**src/rtl/mod_exp_ctrl.sv**
```systemverilog
// Right-to-left square-and-multiply sequencer computing base^exp mod Q
// through a single shared modular multiplier with MUL_LAT cycles of latency.
module mod_exp_ctrl #(
    parameter int             W       = 32,
    parameter int             EW      = 32,
    parameter logic [W-1:0]   Q       = 32'd4294955009,
    parameter int             MUL_LAT = 1
) (
    input  logic          clk,
    input  logic          rst_n,
    input  logic          start,
    input  logic [W-1:0]  base,
    input  logic [EW-1:0] exp,
    output logic          busy,
    output logic          done,
    output logic [W-1:0]  result,
    output logic [W-1:0]  mul_a,
    output logic [W-1:0]  mul_b,
    output logic          mul_start,
    input  logic [W-1:0]  mul_p
);

    localparam int             CW      = (MUL_LAT > 0) ? $clog2(MUL_LAT + 1) : 1;
    localparam logic [CW-1:0]  CNT_MAX = CW'(MUL_LAT);

    typedef enum logic [1:0] {IDLE, MUL, SQR, DONE} state_t;

    state_t         state_q, state_d;
    logic [W-1:0]   r_q, r_d;
    logic [W-1:0]   b_q, b_d;
    logic [EW-1:0]  e_q, e_d;
    logic [CW-1:0]  cnt_q, cnt_d;
    logic [W-1:0]   result_q, result_d;
    logic           done_q, done_d;
    logic           busy_q, busy_d;

    logic           last;
    logic [W-1:0]   base_red;
    logic [EW-1:0]  e_shr;

    // Q > 2^(W-1), so one conditional subtract fully reduces any W-bit base.
    assign base_red = ({1'b0, base} >= {1'b0, Q}) ? (base - Q) : base;
    assign last     = (cnt_q == CNT_MAX);
    assign e_shr    = e_q >> 1;

    always_comb begin
        state_d  = state_q;
        r_d      = r_q;
        b_d      = b_q;
        e_d      = e_q;
        cnt_d    = cnt_q;
        result_d = result_q;
        case (state_q)
            IDLE: begin
                if (start) begin
                    b_d   = base_red;
                    e_d   = exp;
                    r_d   = W'(1);
                    cnt_d = '0;
                    if (exp == '0)  state_d = DONE;
                    else if (exp[0]) state_d = MUL;
                    else             state_d = SQR;
                end
            end
            MUL: begin
                if (last) begin
                    cnt_d   = '0;
                    r_d     = mul_p;
                    state_d = (e_shr == '0) ? DONE : SQR;
                end else begin
                    cnt_d = cnt_q + CW'(1);
                end
            end
            SQR: begin
                // SQR is only reached while e>>1 != 0, so the final square is skipped.
                if (last) begin
                    cnt_d   = '0;
                    b_d     = mul_p;
                    e_d     = e_shr;
                    state_d = e_shr[0] ? MUL : SQR;
                end else begin
                    cnt_d = cnt_q + CW'(1);
                end
            end
            DONE: state_d = IDLE;
            default: state_d = IDLE;
        endcase
        if (state_d == DONE && state_q != DONE) result_d = r_d;
        done_d = (state_d == DONE);
        busy_d = (state_d != IDLE);
    end

    always_ff @(posedge clk or negedge rst_n) begin
        if (!rst_n) begin
            state_q  <= IDLE;
            r_q      <= '0;
            b_q      <= '0;
            e_q      <= '0;
            cnt_q    <= '0;
            result_q <= '0;
            done_q   <= 1'b0;
            busy_q   <= 1'b0;
        end else begin
            state_q  <= state_d;
            r_q      <= r_d;
            b_q      <= b_d;
            e_q      <= e_d;
            cnt_q    <= cnt_d;
            result_q <= result_d;
            done_q   <= done_d;
            busy_q   <= busy_d;
        end
    end

    assign busy      = busy_q;
    assign done      = done_q;
    assign result    = result_q;
    assign mul_a     = (state_q == MUL) ? r_q : (state_q == SQR) ? b_q : '0;
    assign mul_b     = (state_q == MUL || state_q == SQR) ? b_q : '0;
    assign mul_start = (state_q == MUL || state_q == SQR) && (cnt_q == '0);

endmodule

```
**config.mk**
```make
export PLATFORM = sky130hd
export DESIGN_NAME = mod_exp_ctrl
export DESIGN_NICKNAME = d
export VERILOG_FILES = /design/src/rtl/mod_exp_ctrl.sv
export SDC_FILE = /design/constraint.sdc
export NUM_CORES = 1
export LEC_CHECK = 0
export ABC_AREA = 1
export CAP_MARGIN = 20
export CORE_MARGIN = 1
export CORE_UTILIZATION = 54
export CTS_CLUSTER_DIAMETER = 40
export DETAILED_ROUTE_END_ITERATION = 7
export PLACE_DENSITY = 0.95
export SYNTH_ARGS = -nofsm -noshare
export SYNTH_HDL_FRONTEND = slang
export SYNTH_SLANG_ARGS = --single-unit
```
**constraint.sdc**
```tcl
create_clock -name clk -period 3.6 [get_ports clk]
set_input_delay 0.72 -clock clk [delete_from_list [all_inputs] [get_ports clk]]
set_output_delay 0.72 -clock clk [all_outputs]
set_load 0.005 [all_outputs]
```
### After elaboration in Yosys (flattened, before gate mapping)

Cells that the tools add are included.

| word-level totals | value |
|---|---|
| register bits | 133 |
| input port bits | 99 |
| output and inout bits | 99 |
| word-level logic and storage cells | 55 |

| cells by class | value |
|---|---|
| add/subtract/negate cells | 2 |
| order comparisons | 1 |
| equal/unequal tests | 7 |
| mux-type cells | 24 |
| bitwise operators | 1 |
| reductions and logical operators | 12 |

Operators with widths:

| kind | number |
|---|---|
| 32-bit 2-to-1 mux | 10 |
| 32-bit one-hot mux with 2 select lines | 3 |
| 32-bit zero test | 2 |
| 32-bit greater-or-equal comparator, second input constant | 1 |
| 32-bit subtractor, second input constant | 1 |
| 2-bit 2-to-1 mux | 6 |
| 2-bit one-hot mux with 4 select lines | 1 |
| 2-bit equality test, second input constant | 3 |
| 2-bit inequality test, second input constant | 3 |
| 2-bit nonzero test | 3 |
| 1-bit 2-to-1 mux | 3 |
| 3-bit AND reduction | 1 |
| 2-bit by 1-bit equality test with 1-bit output, second input constant | 1 |
| 1-bit logical AND | 2 |
| 2-bit zero test | 1 |
| 1-bit one-hot mux with 2 select lines | 1 |
| 2-bit AND reduction | 1 |
| 2-bit OR reduction | 1 |
| 1-bit adder, second input constant | 1 |
| 1-bit logical OR | 1 |
| 1-bit inverter | 1 |

### Depth between registers and ports, before layout

Gate-level depths: netlist (run 1).

| logic depth | value |
|---|---|
| depth after elaboration | 6 |
| gate-level depth with buffers | 13 |
| depth with buffers taken out | 12 |

### Worst setup path before layout (run 1)

No wires, ideal clock.

| timing | value |
|---|---|
| path type | reg2out |
| from | reg state_q[0] |
| to | out mul_a[26] |
| arrival | 1501 ps |
| required time | 2880 ps |
| path slack | 1379 ps |
| cell stages (with the launch flop) | 8 |
| buffers on the path | 3 |
| cell sequence | dfrtp_1 > inv_1 > ha_1 > buf_2 > clkbuf_1 > clkbuf_1 > nand3_1 > o21ai_0 |

| on the way | value |
|---|---|
| longest elaborated chain between the ends | 3 |
| elaborated cells between the ends (all ways) | 4 |
| those cells by class | 2 x eq/ne; 2 x mux |

Ends and longest elaborated chain:

| what | line | RTL |
|---|---|---|
| start: declaration | 28 | `state_t state_q, state_d;` |
| start signal: assignment | 104 | `state_q <= state_d;` |
| 2-bit equality test | 118 | `assign mul_a = (state_q == MUL) ? r_q : (state_q == SQR) ? b_q : '0;` |
| 32-bit 2-to-1 mux | 118 |  |
| 32-bit 2-to-1 mux (*) | 118 |  |
| end: declaration | 17 | `output logic [W-1:0] mul_a,` |

Mark *: on every way between the ends. The rest lies on a longest branch, timed or not.

### Worst setup path after layout (run 1)

| timing | value |
|---|---|
| from | reg state_q[1] |
| to | out mul_a[31] |

The elaborated chain is that of the path after synthesis.

==> results of run 1 <==
## synthesized netlist by cell type, types with 2 or more instances
cell type	instances	area share, %
xor2_1	6	0.69
a22oi_1	3	0.30
inv_2	4	0.20
inv_1	146	7.2
o21ai_1	9	0.59
nor3b_1	2	0.20
nand3_2	12	1.6
nand4_1	36	3.0
o211ai_1	31	3.1
dfrtp_1	132	43
nand3_1	88	5.8
or2_2	2	0.16
clkbuf_1	31	1.5
a21oi_1	23	1.5
buf_1	4	0.20
o21ai_0	120	7.9
buf_2	24	1.6
nand2_1	250	12
a21oi_2	2	0.23
nor2_2	6	0.49
xnor2_1	5	0.58
nand2_2	5	0.41
buf_4	3	0.30
o22ai_1	17	1.4
buf_6	3	0.44
nor3_1	3	0.20
ha_1	6	0.99
nor2_1	49	2.4
## sequential cells by signal, indices dropped and copies added (netlist names)
| signal | cells |
|---|---|
| b_q | 32 |
| state_q | 2 |
| e_q | 31 |
| busy | 1 |
| done | 1 |
| cnt_q | 1 |
| r_q | 32 |
| result | 32 |
## kinds of logic (layout without fill, tap and decap cells)
kind of cell | count (synthesis) | in the layout | share of synthesized area, %
fa+ha+maj | 6 | 6 | 0.987
compound gates | 210 | 210 | 15.7
xor+xnor | 11 | 11 | 1.27
simple gates | 455 | 455 | 26.8
flops | 132 | 132 | 43.4
buf+inv | 217 | 395 | 11.8
## cell usage in the layout (no fill, tap or decap), types with 2 or more instances in the layout
cell type          n
a21oi_1           22
or2_2              2
nand4_1           36
ha_1               5
nor2_1            49
o22ai_1           17
clkinv_2           3
nor2_2             6
xor2_1             6
clkinv_4           7
nor3b_1            2
nand2_1          250
nand3_1           88
a22oi_1            3
nand2_2            5
a21oi_2            2
clkdlybuf4s50_1  196
buf_12             2
xnor2_1            5
inv_2              4
clkinvlp_4         2
o21ai_1           10
o21ai_0          119
clkbuf_16         17
inv_1            146
dfrtp_1          132
buf_4             15
inv_6              2
nand3_2           12
o211ai_1          31
nor3_1             3
## metrics by stage
| step | setup slack [ps] | area (um^2) |
|---|---|---|
| 3_3_place_gp | 686 | 9620 |
| 6_report | 170 | 10200 |
| 4_1_cts | 270 | 10200 |
| 5_1_grt | 63.3 | 10200 |
| 3_5_place_dp | 617 | 9620 |
| 2_1_floorplan | 1380 | 7600 |
## worst max path at each step
stage / slack, ps / end / cells after the start
floorplan: 1380 / mul_a[26] / 7
finish: 170 / mul_a[31] / 7
CTS: 270 / mul_a[8] / 6
global placement: 690 / b_q[7]$_DFFE_PN0P_ / 12
detailed placement: 620 / b_q[7]$_DFFE_PN0P_ / 12
global route: 60 / mul_a[31] / 7
## area by class of cell
| type | count | area (um^2) |
|---|---|---|
| multi-input cells | 682 | 3420 |
| inverters | 150 | 563 |
| well taps | 176 | 220 |
| flip-flops and latches | 132 | 3300 |
| fillers | 884 | 3350 |
| clock inverters | 14 | 109 |
| clock buffers | 18 | 429 |
| repair buffers | 213 | 2110 |
## power groups by stage
stage | registers (uW) | logic, uW | clock network, uW
2_1_floorplan | 2490 | 2420 | 0
4_1_cts | 2600 | 4390 | 1570
3_3_place_gp | 2570 | 4150 | 0
3_5_place_dp | 2600 | 4290 | 0
5_1_grt | 2670 | 4900 | 1640
6_report | 2620 | 4520 | 1570
## per-layer routing
layer  vias to the layer above  GRT usage (%)  part of all wire (%)
met5                         -              0                     0
met2                       616           54.6                    45
met3                       120           12.0                    12
met4                         0           17.4                   5.1
met1                      3874           46.8                    38
li1                       3692              -                     -
==> flow_summary.yaml, run 1 <==
setup_path:
  critical_path.startpoint: "state_q[1]$_DFF_PN0_"
  path_buf_inv: 4
  r2r_end: "result[25]$_DFFE_PN0P_"
  required_ps: 2880
  cp_slowest_cell: "clkdlybuf4s50_1"
  cp.arrival_ps: 2710
  reg2reg_slack_ps: 560
  critical_path_class: "flip-flop to primary output"
  cp-end-kind: "primary output"
  startpoint_type: "flip-flop"
  crit_path_cell_trace: "inv_1, ha_1, inv_2, buf_4, nand3_1, o21ai_1, clkdlybuf4s50_1"
  r2r_cells: 10
  timing.rr.start: "state_q[0]$_DFF_PN0_"
  slowest_delay_ps: 590
  cp_top_family: "buffers and inverters"
  critPathMaxFanout: 52
timing:
  hold_ws_ps: 378
  final_hold_viol_count: 0
  tns_ps: 0
  post-route-period-util_pct: 95.3
  tightestPinTransition_ps: 967
  setup_viol: 0
  fin_crit_ps: 3430
  fmax_ghz: 0.292
  skew_ps: 8.99
  rsz0062_at_grt: "no"
  finalMaxSlewViolations: 0
  slew_headroom_pct: 35.5
routing:
  drtIter0Drc: 1349
  routed_wl_um: 25600
  wl_per_cell_um: 18.5
  ant_nets: 0
  drcViolationCount: 24
  drt-pass1-iter-count: 8
  via_per_inst: 5.99
  route.vias.total: 8302
power_and_ir_drop:
  power_density_mw_per_mm2: 858
  swShare_pct: 43.7
  seqPwrFrac_pct: 30.1
  p_int_uw: 4900
  peakVddDrop_mv: 0.514
  p_comb_share_pct: 51.8
  power_frac_clock_pct: 18.1
  leakage_uw: 0.00482
  p_sw_uw: 3810
  finalPower_uw: 8710
grt:
  antenna_found_initial: 1
  grt_max_degree: 86
  grtUsageTotal_pct: 36.2
  grt_pass1_vias: 7819
  grt_pass1_wl_um: 40500
  grt_overflow: 0
synth:
  synthArstFlopShare_pct: 100
  postSynthAreaPerCell_um2: 7.38
  seq_area_frac_synth_pct: 43.4
  synth_cells: 1031
  yosys_warnings: 0
  ys_types: 37
  syn-num-nets: 1136
  ys.flop_type: "dfrtp_1"
  syn_area_mm2: 0.00760
  ys_ff_latch: 132
  synth-edff-count: 0
clock_tree:
  cts_hold_buf: 0
  cts_tree: "built"
  cts.htree.levels: 4
  ctsLongestPathBuffers: 2
  cts_buffers: 17
  cts_resized: 0
  clkTransAtPathRegs_ps: 60
  cts-root-buf: "clkbuf_16"
  clock_latency_ps: 430
  cts_setup_buffers: 0
  numClockSinks: 132
layout:
  syn2layout_area_growth_pct: 33.6
  fin_util_pct: 75.2
  layout-drive-gt1-share_pct: 6.87
  final_cells: 1385
  fin_nets: 1301
  antenna_cells: 0
die:
  initial_core_util_pct: 56.3
  die_h_um: 121
  die_area_mm2: 0.0146
  die_x_um: 121
  ios: 198
  rows: 42
  core_mm2: 0.0135
placed_design:
  hpwl_um: 17500
  dp.cells: 1353
  place_congestion: 1.01
  io_buffers: 197
job:
  maxCapViolations: 0
run_status:
  violations: "design-rule violations"
  outcome: "finished with violations"
hold_path:
  hold_path_class: "input port to async pin"
No activity file was read; power rests on OpenSTA's default activity.
==> run 2: changes to the inputs <==
--- a/config.mk
+++ b/config.mk
@@ -6,7 +6,6 @@
 export NUM_CORES = 1
 export LEC_CHECK = 0
 export ABC_AREA = 1
-export CAP_MARGIN = 20
 export CORE_MARGIN = 1
 export CORE_UTILIZATION = 54
 export CTS_CLUSTER_DIAMETER = 40
==> results of run 2 <==
No change in the layout: final DEF, timing and power equal those of run 1.
